## src/rtl/rs422_tx_arbiter_if.sv

```systemverilog
// ---------------------------------------------------------------------------
// rs422_tx_arbiter_if
// Bundles the frame-source side, the UART TX side and the status outputs of
// the RS422 transmit arbiter.
//   bus_enable : bus free indication from the timing controller
//   req        : per-source frame request (level)
//   src_valid  : per-source byte valid
//   src_data   : per-source byte, source i at [i*DW +: DW]
//   src_last   : per-source end-of-frame marker, qualified by src_valid
//   src_ready  : per-source byte accepted
//   grant      : one-hot current owner, 0 when none
//   tx_en      : RS422 driver enable / frame active
//   tx_valid   : byte valid to UART TX
//   tx_data    : byte to UART TX
//   tx_ready   : UART TX accepts byte
//   tx_busy    : UART shift register not idle
//   abort      : one-cycle pulse on stall abort
//   busy       : arbiter not idle
// The master modport is the arbiter's view; slave is the environment's view.
// ---------------------------------------------------------------------------
interface rs422_tx_arbiter_if #(
    parameter int unsigned N  = 2,
    parameter int unsigned DW = 8
);
    logic            bus_enable;
    logic [N-1:0]    req;
    logic [N-1:0]    src_valid;
    logic [N*DW-1:0] src_data;
    logic [N-1:0]    src_last;
    logic [N-1:0]    src_ready;
    logic [N-1:0]    grant;
    logic            tx_en;
    logic            tx_valid;
    logic [DW-1:0]   tx_data;
    logic            tx_ready;
    logic            tx_busy;
    logic            abort;
    logic            busy;

    modport master (
        input  bus_enable, req, src_valid, src_data, src_last, tx_ready, tx_busy,
        output src_ready, grant, tx_en, tx_valid, tx_data, abort, busy
    );

    modport slave (
        output bus_enable, req, src_valid, src_data, src_last, tx_ready, tx_busy,
        input  src_ready, grant, tx_en, tx_valid, tx_data, abort, busy
    );
endinterface

```

## src/rtl/rs422_tx_arbiter.sv

```systemverilog
// ---------------------------------------------------------------------------
// rs422_tx_arbiter
// Round-robin sharing of one RS422 UART transmitter between N frame sources.
// A grant is only issued from IDLE while the bus is free; the owner then
// streams bytes until src_last (or a stall abort), the frame drains until the
// UART shift register is idle, tx_en falls, and a fixed gap is enforced before
// the next arbitration.
//   i_clk : system clock
//   i_rst : synchronous reset, active-high
//   bus   : rs422_tx_arbiter_if.master (source, UART and status signals)
// ---------------------------------------------------------------------------
module rs422_tx_arbiter #(
    parameter int unsigned N         = 2,
    parameter int unsigned DW        = 8,
    parameter int unsigned GAP_CYC   = 120,
    parameter int unsigned STALL_CYC = 1200
) (
    input  logic               i_clk,
    input  logic               i_rst,
    rs422_tx_arbiter_if.master bus
);
    localparam int unsigned IW = (N > 1) ? $clog2(N) : 1;
    localparam int unsigned SW = $clog2(STALL_CYC + 1);
    localparam int unsigned GW = $clog2(GAP_CYC + 1);

    typedef enum logic [3:0] {
        S_IDLE  = 4'b0001,
        S_SEND  = 4'b0010,
        S_DRAIN = 4'b0100,
        S_GAP   = 4'b1000
    } state_t;

    state_t        r_state;
    state_t        w_next;
    logic [IW-1:0] r_gidx;
    logic [IW-1:0] r_last;
    logic [N-1:0]  r_grant;
    logic          r_tx_en;
    logic          r_abort;
    logic [SW-1:0] r_stall;
    logic [GW-1:0] r_gap;

    logic [IW-1:0] w_pick;
    logic          w_pick_ok;
    logic [N-1:0]  w_pick_oh;
    logic          w_tx_valid;
    logic [DW-1:0] w_tx_data;
    logic [N-1:0]  w_src_ready;
    logic          w_last_g;
    logic          w_hs;
    logic          w_stall_hit;
    logic          w_gap_done;

    // State register
    always_ff @(posedge i_clk) begin
        if (i_rst) begin
            r_state <= S_IDLE;
        end else begin
            r_state <= w_next;
        end
    end

    // Registered datapath: grant, tx_en, abort pulse, stall and gap counters
    always_ff @(posedge i_clk) begin
        if (i_rst) begin
            r_gidx  <= '0;
            r_last  <= IW'(N - 1);
            r_grant <= '0;
            r_tx_en <= 1'b0;
            r_abort <= 1'b0;
            r_stall <= '0;
            r_gap   <= '0;
        end else begin
            r_abort <= 1'b0;
            unique case (r_state)
                S_IDLE: begin
                    if (w_pick_ok) begin
                        r_gidx  <= w_pick;
                        r_last  <= w_pick;
                        r_grant <= w_pick_oh;
                        r_tx_en <= 1'b1;
                        r_stall <= '0;
                    end
                end
                S_SEND: begin
                    if (w_stall_hit) begin
                        r_abort <= 1'b1;
                        r_stall <= '0;
                    end else if (w_tx_valid) begin
                        r_stall <= '0;
                    end else begin
                        r_stall <= r_stall + SW'(1);
                    end
                end
                S_DRAIN: begin
                    if (!bus.tx_busy) begin
                        r_tx_en <= 1'b0;
                        r_grant <= '0;
                        r_gap   <= '0;
                    end
                end
                S_GAP: begin
                    r_gap <= r_gap + GW'(1);
                end
                default: ;
            endcase
        end
    end

    // Next-state logic, including the rotating-pointer search that starts
    // one past the previous owner and wraps modulo N.
    always_comb begin
        int unsigned idx;
        idx       = 0;
        w_pick_ok = 1'b0;
        w_pick    = '0;
        w_pick_oh = '0;
        for (int unsigned i = 0; i < N; i++) begin
            idx = 32'(r_last) + 1 + i;
            if (idx >= N) idx = idx - N;
            if (idx >= N) idx = idx - N;
            for (int unsigned j = 0; j < N; j++) begin
                if (!w_pick_ok && (j == idx) && bus.req[j]) begin
                    w_pick_ok = 1'b1;
                    w_pick    = IW'(j);
                end
            end
        end
        w_pick_ok = w_pick_ok & bus.bus_enable;
        for (int unsigned j = 0; j < N; j++) begin
            w_pick_oh[j] = w_pick_ok && (w_pick == IW'(j));
        end

        w_hs        = w_tx_valid & bus.tx_ready;
        w_stall_hit = (r_state == S_SEND) && !w_tx_valid &&
                      (r_stall == SW'(STALL_CYC - 1));
        w_gap_done  = (r_gap == GW'(GAP_CYC - 1));

        w_next = r_state;
        unique case (r_state)
            S_IDLE:  if (w_pick_ok) w_next = S_SEND;
            S_SEND:  if ((w_hs && w_last_g) || w_stall_hit) w_next = S_DRAIN;
            S_DRAIN: if (!bus.tx_busy) w_next = S_GAP;
            S_GAP:   if (w_gap_done) w_next = S_IDLE;
            default: w_next = S_IDLE;
        endcase
    end

    // Output logic: byte path muxed from the registered owner index in SEND
    always_comb begin
        w_tx_valid  = 1'b0;
        w_tx_data   = '0;
        w_src_ready = '0;
        w_last_g    = 1'b0;
        if (r_state == S_SEND) begin
            for (int unsigned i = 0; i < N; i++) begin
                if (r_gidx == IW'(i)) begin
                    w_tx_valid     = bus.src_valid[i];
                    w_tx_data      = bus.src_data[i*DW +: DW];
                    w_src_ready[i] = bus.tx_ready;
                    w_last_g       = bus.src_last[i];
                end
            end
        end
    end

    assign bus.tx_valid  = w_tx_valid;
    assign bus.tx_data   = w_tx_data;
    assign bus.src_ready = w_src_ready;
    assign bus.grant     = r_grant;
    assign bus.tx_en     = r_tx_en;
    assign bus.abort     = r_abort;
    assign bus.busy      = (r_state != S_IDLE);

endmodule

```

## src/flat_wrapper.sv

```systemverilog
// flat-port wrapper written by rule: the top's interface ports become plain ports
module rs422_tx_arbiter_flat 
#(
    parameter int unsigned N         = 2,
    parameter int unsigned DW        = 8,
    parameter int unsigned GAP_CYC   = 120,
    parameter int unsigned STALL_CYC = 1200
)
  (i_clk, i_rst, bus_bus_enable, bus_req, bus_src_valid, bus_src_data, bus_src_last, bus_tx_ready, bus_tx_busy, bus_src_ready, bus_grant, bus_tx_en, bus_tx_valid, bus_tx_data, bus_abort, bus_busy);
  rs422_tx_arbiter_if #(.N(N), .DW(DW)) bus_i ();
  input  logic i_clk;
  input  logic i_rst;
  input wire logic [$bits(bus_i.bus_enable)-1:0] bus_bus_enable;
  input wire logic [$bits(bus_i.req)-1:0] bus_req;
  input wire logic [$bits(bus_i.src_valid)-1:0] bus_src_valid;
  input wire logic [$bits(bus_i.src_data)-1:0] bus_src_data;
  input wire logic [$bits(bus_i.src_last)-1:0] bus_src_last;
  input wire logic [$bits(bus_i.tx_ready)-1:0] bus_tx_ready;
  input wire logic [$bits(bus_i.tx_busy)-1:0] bus_tx_busy;
  output wire logic [$bits(bus_i.src_ready)-1:0] bus_src_ready;
  output wire logic [$bits(bus_i.grant)-1:0] bus_grant;
  output wire logic [$bits(bus_i.tx_en)-1:0] bus_tx_en;
  output wire logic [$bits(bus_i.tx_valid)-1:0] bus_tx_valid;
  output wire logic [$bits(bus_i.tx_data)-1:0] bus_tx_data;
  output wire logic [$bits(bus_i.abort)-1:0] bus_abort;
  output wire logic [$bits(bus_i.busy)-1:0] bus_busy;
  assign bus_i.bus_enable = bus_bus_enable;
  assign bus_i.req = bus_req;
  assign bus_i.src_valid = bus_src_valid;
  assign bus_i.src_data = bus_src_data;
  assign bus_i.src_last = bus_src_last;
  assign bus_i.tx_ready = bus_tx_ready;
  assign bus_i.tx_busy = bus_tx_busy;
  assign bus_src_ready = bus_i.src_ready;
  assign bus_grant = bus_i.grant;
  assign bus_tx_en = bus_i.tx_en;
  assign bus_tx_valid = bus_i.tx_valid;
  assign bus_tx_data = bus_i.tx_data;
  assign bus_abort = bus_i.abort;
  assign bus_busy = bus_i.busy;
  rs422_tx_arbiter #(.N(N), .DW(DW), .GAP_CYC(GAP_CYC), .STALL_CYC(STALL_CYC)) u_core (.i_clk(i_clk), .i_rst(i_rst), .bus(bus_i));
endmodule
```

## config.mk

```make
export PLATFORM = sky130hd
export DESIGN_NAME = rs422_tx_arbiter_flat
export DESIGN_NICKNAME = d
export VERILOG_FILES = /design/src/rtl/rs422_tx_arbiter_if.sv /design/src/rtl/rs422_tx_arbiter.sv /design/src/flat_wrapper.sv
export SDC_FILE = /design/constraint.sdc
export NUM_CORES = 1
export LEC_CHECK = 0
export BUFFER_PORTS_ARGS = -buffer_cell sky130_fd_sc_hd__buf_4
export CAP_MARGIN = 0
export CORE_UTILIZATION = 52
export DETAILED_ROUTE_END_ITERATION = 10
export PLACE_DENSITY_LB_ADDON = 0.1
export SETUP_SLACK_MARGIN = 0.05
export SYNTH_ARGS = -nofsm -noshare
export SYNTH_HDL_FRONTEND = slang
export SYNTH_SLANG_ARGS = --single-unit
```

## constraint.sdc

```tcl
create_clock -name i_clk -period 2.39 [get_ports i_clk]
set_clock_uncertainty 0.05 [all_clocks]
set_input_delay 0.1195 -clock i_clk [delete_from_list [all_inputs] [get_ports i_clk]]
set_output_delay 0.1195 -clock i_clk [all_outputs]
set_load 0.005 [all_outputs]
```

After elaboration in Yosys (flattened, before gate mapping)
Cells that the tools add are included.
{ "word_totals": {"regBits": 28, "output_inout_bits": 16, "inputBits": 27} }
{ "op_classes": {"magnitude_cmp": 4, "muxes": 38, "eq_ne": 13, "bitwise_logic": 4, "reduce_logical": 28, "n_addsub": 8} }
{ "ops": {"columns": ["cell", "n"], "rows": [
  ["$ge 32x2->1 const B", 4],
  ["$mux 32", 4],
  ["$sub 32x2->32 const B", 4],
  ["$eq 1x32->1 const A", 2],
  ["$logic_not 32->1", 2],
  ["$mux 11", 3],
  ["$add 32x1->32 const B", 1],
  ["$pmux 11 s2", 1],
  ["$mux 1", 16],
  ["$mux 4", 4],
  ["$mux 8", 2],
  ["$pmux 4 s4", 1],
  ["$pmux 7 s2", 1],
  ["$logic_and 1x1->1", 12],
  ["$add 11x1->11 const B", 1],
  ["$eq 11x11->1 const B", 1],
  ["$add 7x1->7 const B", 1],
  ["$eq 7x7->1 const B", 1],
  ["$mux 7", 1],
  ["$mux 2", 3],
  ["$reduce_and 2->1", 3],
  ["$reduce_bool 2->1", 3],
  ["$eq 4x1->1 const B", 1],
  ["$eq 4x2->1 const B", 1],
  ["15 further kinds", 22]
]} }

Depth between registers and ports, before layout
Gate-level depths: netlist (run 1).
{ "logic_depth": {"ltp_word": 24, "mapped_depth": 7, "ltp_nobuf": 5} }

Worst setup path after synthesis (run 1)
Ideal clock, no wire load.
{ "synth_timing": {"path_type": "register -> register", "startpoint": "reg u_core.r_state[2]", "endpoint": "reg u_core.r_stall[6]", "n_path_buf": 1, "setup_slack_ps": 591, "t_required_ps": 2208, "setup_time_ps": 132, "path_stages_with_launch": 6, "t_arrival_ps": 1617, "cell_sequence": "dfxtp_1 > buf_2 > nor4b_1 > a21oi_1 > a311oi_1 > nor3_1"} }
{ "synth_between": {"elab_chain_cells": 7} }
{ "synth_rtl": {"columns": ["item", "line_no", "source"], "rows": [
  ["start: declaration", "rs422_tx_arbiter.sv:33", "state_t r_state;"],
  ["start signal: assignment", "rs422_tx_arbiter.sv:59", "r_state <= w_next;"],
  ["$eq 4x2->1", "rs422_tx_arbiter.sv:75, rs422_tx_arbiter.sv:135, rs422_tx_arbiter.sv:155", null],
  ["$mux 1", "rs422_tx_arbiter.sv:155", "if (r_state == S_SEND) begin"],
  ["$logic_not 1->1", "rs422_tx_arbiter.sv:135", "w_stall_hit = (r_state == S_SEND) && !w_tx_valid &&"],
  ["$logic_and 1x1->1 (2 in series)", "rs422_tx_arbiter.sv:135", null],
  ["$mux 11", "rs422_tx_arbiter.sv:86", "if (w_stall_hit) begin"],
  ["$pmux 11 s2", "rs422_tx_arbiter.sv:75", "unique case (r_state)"],
  ["end signal: assignment", "rs422_tx_arbiter.sv:92", "r_stall <= r_stall + SW'(1);"],
  ["end: declaration", "rs422_tx_arbiter.sv:40", "logic [SW-1:0] r_stall;"]
]} }
Parallel ways exist; a longest one is shown, timed or not.
A chain may end at the register's enable or synchronous reset.

Final worst setup path (run 1)
Same ends and word-level chain as after synthesis.

==> results of run 1 <==
## critical path, stage by stage (launching register included)
cell and delay (ns):
sky130_fd_sc_hd__dfxtp_1 0.45, sky130_fd_sc_hd__or4b_1 0.82, sky130_fd_sc_hd__nor2_1 0.44, sky130_fd_sc_hd__a311oi_1 0.16
sky130_fd_sc_hd__nor3_1 0.17
## power by group through the flow
stage / clock, µW / combinational, µW / sequential, µW
2_1_floorplan: 0 / 80.4 / 496
3_3_place_gp: 0 / 141 / 499
3_5_place_dp: 0 / 146 / 501
4_1_cts: 321 / 148 / 491
5_1_grt: 344 / 163 / 494
6_report: 314 / 149 / 491
## what timing repair did
action,4_1_cts,5_1_grt
hold buffers,1,0
hold endpoints to repair,1,0
resized for setup,0,0
## sequential cells by signal, summed over array words and instances, names as in the netlist
name and flops:
u_core.r_gidx 1, u_core.r_gap 7, u_core.r_last 1, u_core.r_state 4, u_core.bus.abort 1, u_core.bus.grant 2, u_core.r_stall 11, u_core.bus.tx_en 1
## cell families after synthesis
group / synth area share
flip-flops: 0.3547
AND/OR/NAND/NOR: 0.2953
AO/OA/AOI/OAI: 0.1972
multiplexers: 0.07759
XOR/XNOR: 0.01663
adder cells (fa/ha/maj): 0.01583
buffers and inverters: 0.04275
## per-layer routing
layer / track usage / wire (µm) / vias up / part of all wire
met5: 0 / 0 / - / 0
met4: 0.09756 / 55 / 0 / 0.014
met3: 0.03175 / 85 / 6 / 0.022
met2: 0.4908 / 2101 / 24 / 0.54
met1: 0.3083 / 1631 / 769 / 0.42
li1: - / - / 836 / -
## cell usage in the layout (no fill, tap or decap), types with 4 or more instances in the layout
cell	n
sky130_fd_sc_hd__inv_1	5
sky130_fd_sc_hd__nand4_1	5
sky130_fd_sc_hd__nor4b_1	4
sky130_fd_sc_hd__dfxtp_1	28
sky130_fd_sc_hd__nand3_1	13
sky130_fd_sc_hd__o21ai_0	14
sky130_fd_sc_hd__buf_4	47
sky130_fd_sc_hd__mux2i_1	10
sky130_fd_sc_hd__a31oi_1	8
sky130_fd_sc_hd__a21oi_1	16
sky130_fd_sc_hd__nor3_1	4
sky130_fd_sc_hd__nand2_1	21
sky130_fd_sc_hd__nor2_1	19
## cell type report
cell class	instances	area [µm²]	area share
repair buffers	48	362.8	0.1827
inverters	5	18.77	0.009452
flip-flops and latches	28	560.5	0.2823
multi-input cells	156	952.2	0.4795
clock buffers	3	22.52	0.01134
well taps	31	38.79	0.01953
clock inverters	1	30.03	0.01512
## per-stage QoR
| stage | total power, µW | hold WS [ns] | worst slack (ns) | utilization |
|---|---|---|---|---|
| after floorplan | 576.2 | 0.2170 | 0.5910 | - |
| after CTS | 959.7 | 0.04649 | 0.2394 | 0.7019 |
| after detailed placement | 646.9 | 0.3660 | 0.2829 | 0.6798 |
| after global placement | 640.7 | 0.3682 | 0.3642 | 0.6798 |
| final | 954.1 | 0.05768 | 0.2289 | 0.7019 |
| after global routing | 1002 | 0.06645 | 0.08797 | 0.7019 |
## worst max path at each step
stage / from / end / slack [ns] / depth (start not counted)
global placement: u_core.r_state[2] / u_core.r_stall[6] / 0.36 / 4
global route: u_core.r_state[2] / u_core.r_stall[6] / 0.09 / 4
floorplan: u_core.r_state[2] / u_core.r_stall[6] / 0.59 / 5
detailed placement: u_core.r_state[2] / u_core.r_stall[6] / 0.28 / 4
CTS: u_core.r_state[2] / u_core.r_stall[6] / 0.24 / 4
finish: u_core.r_state[2] / u_core.r_stall[6] / 0.23 / 4
==> reports/summary.json, run 1 <==
{
  "pwr": {
    "static-leakage-power_uw": 0.0007400,
    "comb_power_share": 0.156,
    "power.switching_fraction": 0.2404,
    "share_clk_of_total_power": 0.330,
    "switching_power_summed_over_all_nets_uw": 229.4,
    "cell_internal_pwr_uw": 724.7,
    "seq_power_share": 0.515,
    "vdd_ir_drop_max_uv": 342.6,
    "power-per-cell-area_nw_per_um2": 480.5
  },
  "timing": {
    "worst_slew_pin_slew_ns": 0.5550,
    "maxSlewHeadroom": 0.6300,
    "timing.final.crit_period_ns": 2.161,
    "report.final.setup_viol": 0,
    "grt_setup_unrepaired": "false",
    "timing.final.crit_share": 0.9042,
    "maximum_achievable_frequency_mhz": 462.7,
    "totalNegativeSetupSlack_ns": 0,
    "timing.final.hold_violations": 0,
    "report.final.slew_viol_count": 0
  },
  "synthesis": {
    "yosysMostFrequentCell": "sky130_fd_sc_hd__dfxtp_1",
    "synth.cells.most_frequent": "sky130_fd_sc_hd__dfxtp_1, sky130_fd_sc_hd__nand2_1, sky130_fd_sc_hd__nor2_1",
    "sequential_area_share_after_synthesis": 0.3547,
    "yosysTopAreaCellShare": 0.3547,
    "ys_ff_latch": 28,
    "post_synth_num_cell_types": 40,
    "syn_area_um2": 1580,
    "postSynth.topFlopCell": "sky130_fd_sc_hd__dfxtp_1",
    "synthCells": 199,
    "avgSynthCellArea_um2": 7.941,
    "async_set_or_reset_flop_fraction_in_the_synthesized_netlist": 0,
    "number_of_enable_type_register_cells_in_the_synthesized_netlist": 0,
    "synth_area_leader_cell": "sky130_fd_sc_hd__dfxtp_1",
    "yosys_warnings": 0,
    "netlist_top_cells_area": "sky130_fd_sc_hd__dfxtp_1, sky130_fd_sc_hd__mux2i_1, sky130_fd_sc_hd__a21oi_1",
    "synth.net_count": 228
  },
  "run": {
    "cap_viol_max_count": 0
  },
  "floorplan": {
    "num_rows": 19,
    "die_height_um": 57.13,
    "die-area_um2": 3263,
    "placeableCoreArea_um2": 2829,
    "initial_cell_density_of_the_core": 0.5586,
    "floorplan.die.width_um": 57.13,
    "ios": 43
  },
  "status": {
    "outcome": "finished with violations",
    "violations": "DRC"
  },
  "route": {
    "ant_nets": 0,
    "dr.first_iter.drc_count": 94,
    "post_drt_via_cell_ratio": 6.011,
    "wirelength_um": 3874,
    "wl_per_cell_um": 14.24,
    "drtPass1Iterations": 7,
    "dr_total_vias": 1635,
    "remaining_drc_errors": 4
  },
  "placement": {
    "placement.io_buffers": 42,
    "place_congestion": 0.8984,
    "post-place-cells": 267,
    "place_hpwl_um": 2984,
    "placedInstanceArea_um2": 1923
  },
  "setup_path": {
    "reg2regPathDepth": 4,
    "crit_path_start_kind": "flip-flop",
    "crit-reg2reg-launch": "u_core.r_state[2]",
    "critical_path_class": "reg2reg",
    "reg_to_reg_critical_path_endpoint": "u_core.r_stall[6]",
    "setup.worst_path.end_class": "flip-flop",
    "r2r_setup_slack_ns": 0.23,
    "worst-endpoint-arrival_ns": 2.38,
    "critical_path_peak_fanout": 14,
    "cp_data_required_time_ns": 2.61
  },
  "worst_hold_path": {
    "hold-path-endpoint": "u_core.r_state[2]",
    "hold_path_startpoint": "bus_tx_busy",
    "hold_class": "in2reg",
    "timing.hold.worst_path_depth": 3
  },
  "global_routing": {
    "remaining_global_route_overflow": 0,
    "grt_start_max_net_pins": 25,
    "grt_first_pass_wirelength_um": 6955,
    "grt_util_all_layers": 0.2637,
    "antenna_found_initial": 0,
    "grt_pass1_vias": 1626
  },
  "finish": {
    "syn_to_final_growth_pct": 25.65,
    "finish.net_count": 271,
    "fill_cell_instance_count_of_the_final_layout": 245,
    "post_route_cells_drive_above_1_share": 0.2365,
    "fin_area_um2": 1986,
    "final_cells": 272,
    "n_antenna_cell": 0
  },
  "clock_tree": {
    "postCtsSetupBuffers": 0,
    "cts.sink_count": 28,
    "worstSkewPairLatency_ns": 0.33,
    "numCtsBuffers": 3,
    "clk_path_buf_depth": 2,
    "cts.reportedPaths.clkPinSlew_ns": 0.15,
    "tritoncts_clock_tree": "built",
    "cts_root_buf": "sky130_fd_sc_hd__clkbuf_4",
    "cts.htree.levels": 1
  }
}
No activity file was read; power rests on OpenSTA's default activity.
==> run 2, diff against run 1 <==
- CORE_ASPECT_RATIO: unset -> 1.1
- CORE_UTILIZATION: 52 -> 40
- CTS_CLUSTER_SIZE: unset -> 16
==> run 2 against run 1 <==
Net effect:
- the flow now finishes without violations
- non-clock buffer count shrank 1
- sequential share of layout area barely moved
- first-iteration DRC count down 27%
- via count decreased by 2.6%
- final area increased by 0.13%
- final cell count rose by 6.3%
- sequential cell count did not move
- worst hold slack gained 0.016 ns
- clock-buffer cell count unchanged
- sequential power about the same
- maximum frequency rose by 6.2%
==> reports/summary.json, run 2 (synthesis gave the netlist of run 1 again) <==
{
  "global_routing": {
    "grt_util_all_layers": 0.1991,
    "antenna_found_initial": 0,
    "grt_start_max_net_pins": 25,
    "grt_first_pass_wirelength_um": 6292,
    "remaining_global_route_overflow": 0,
    "grt_pass1_vias": 1453
  },
  "route": {
    "dr_total_vias": 1593,
    "wl_per_cell_um": 12.88,
    "wirelength_um": 3722,
    "remaining_drc_errors": 0,
    "drtPass1Iterations": 4,
    "met2RoutedLength_um": 1701,
    "dr.first_iter.drc_count": 69,
    "route.met3.wl_um": 185,
    "met1Wirelength_um": 1790,
    "route.top_layer_used": "met4",
    "ant_nets": 0,
    "post_drt_via_cell_ratio": 5.512
  },
  "run": {
    "cap_viol_max_count": 0
  },
  "timing": {
    "grt_setup_unrepaired": "false",
    "timing.final.crit_share": 0.8516,
    "maxSlewHeadroom": 0.6135,
    "timing.final.hold_violations": 0,
    "timing.final.crit_period_ns": 2.035,
    "report.final.slew_viol_count": 0,
    "worst_slew_pin_slew_ns": 0.5763,
    "maximum_achievable_frequency_mhz": 491.3,
    "report.final.setup_viol": 0,
    "totalNegativeSetupSlack_ns": 0
  },
  "setup_path": {
    "cp_data_required_time_ns": 2.50,
    "crit_path_start_kind": "flip-flop",
    "worst-endpoint-arrival_ns": 2.15,
    "setup.worst_path.end_class": "flip-flop",
    "critical_path_class": "reg2reg",
    "critical_path_peak_fanout": 12
  },
  "finish": {
    "n_antenna_cell": 0,
    "largest_register_ff_count": 11,
    "fill_cell_instance_count_of_the_final_layout": 367,
    "post_route_cells_drive_above_1_share": 0.2343,
    "finish.net_count": 270,
    "fin_area_um2": 1988,
    "syn_to_final_growth_pct": 25.81,
    "final-seq-area_um2": 560.5,
    "regMostFlops": "u_core.r_stall",
    "multi_input_comb_area_um2": 952.2,
    "top_regs": "u_core.r_stall: 11 flops, u_core.r_gap: 7 flops, u_core.r_state: 4 flops",
    "final_core_util": 0.5356,
    "final_cell_mix": "sky130_fd_sc_hd__buf_4, sky130_fd_sc_hd__dfxtp_1, sky130_fd_sc_hd__nand2_1",
    "final_common_cell": "sky130_fd_sc_hd__buf_4"
  },
  "clock_tree": {
    "cts.repair.resized": 0,
    "worstSkewPairLatency_ns": 0.28,
    "cts.sink_count": 28,
    "cts_root_buf": "sky130_fd_sc_hd__clkbuf_8",
    "tritoncts_clock_tree": "built",
    "numCtsBuffers": 3,
    "postCtsSetupBuffers": 0,
    "cts.htree.levels": 1,
    "postCtsHoldBufs": 0,
    "clk_path_buf_depth": 2,
    "cts.reportedPaths.clkPinSlew_ns": 0.09
  },
  "worst_hold_path": {
    "hold_class": "in2reg"
  },
  "placement": {
    "placedInstanceArea_um2": 1947,
    "place_congestion": 0.8474,
    "placement.io_buffers": 42,
    "place_hpwl_um": 2759
  },
  "pwr": {
    "cell_internal_pwr_uw": 667.3,
    "comb_power_share": 0.163,
    "total_power_uw": 899.7,
    "vdd_ir_drop_max_uv": 234.2,
    "power-per-cell-area_nw_per_um2": 452.5,
    "power.switching_fraction": 0.2583,
    "share_clk_of_total_power": 0.292,
    "switching_power_summed_over_all_nets_uw": 232.4,
    "seq_power_share": 0.545,
    "static-leakage-power_uw": 0.0007295
  },
  "floorplan": {
    "die-area_um2": 4206,
    "placeableCoreArea_um2": 3712,
    "num_rows": 23,
    "ios": 43,
    "die_height_um": 67.92,
    "floorplan.die.width_um": 61.93,
    "initial_cell_density_of_the_core": 0.4257
  },
  "status": {
    "outcome": "complete, no violations"
  }
}
## run 2: critical path, cell delays in order, from the launching register on
cell	delay, ns
sky130_fd_sc_hd__dfxtp_1	0.41
sky130_fd_sc_hd__ha_1	0.25
sky130_fd_sc_hd__and4_1	0.26
sky130_fd_sc_hd__nand4b_1	0.43
sky130_fd_sc_hd__o21ai_0	0.39
sky130_fd_sc_hd__o22ai_1	0.12
## run 2: power groups by stage
stage | combinational, µW | clock (µW) | sequential [µW]
CTS | 148 | 266 | 490
floorplan | 80.4 | 0 | 496
finish | 147 | 263 | 490
global route | 163 | 281 | 492
detailed placement | 148 | 0 | 500
global placement | 149 | 0 | 500
## run 2: cell type report
class | count | share of cell area
multi-input cells | 156 | 0.4789
inverters | 5 | 0.009440
repair buffers | 47 | 0.1775
flip-flops and latches | 28 | 0.2819
clock buffers | 3 | 0.02077
well taps | 50 | 0.03147
## run 2: path summary, 6_finish.rpt
kind	from	cells after the start	slack [ns]	endpoint
max reg2reg	u_core.r_stall[0]	5	0.35	u_core.r_state[1]
min	bus_req[1]	3	0.07	u_core.bus.grant[0]
min reg2reg	u_core.r_last	2	0.43	u_core.r_last
max	u_core.r_stall[0]	5	0.35	u_core.r_state[1]
## run 2: metal layers
metal / track usage / vias up
met1: 0.2589 / 722
met5: 0 / -
li1: - / 821
met4: 0.05833 / 0
met2: 0.3320 / 45
met3: 0.03592 / 5
## run 2: per-stage QoR
step,hold WS [ns],setup slack (ns),instances
after global routing,0.09346,0.1406,289
final,0.07399,0.3546,289
after global placement,0.3680,0.3947,286
after floorplan,0.2170,0.5910,199
after detailed placement,0.3738,0.3459,286
after CTS,0.07804,0.3344,289
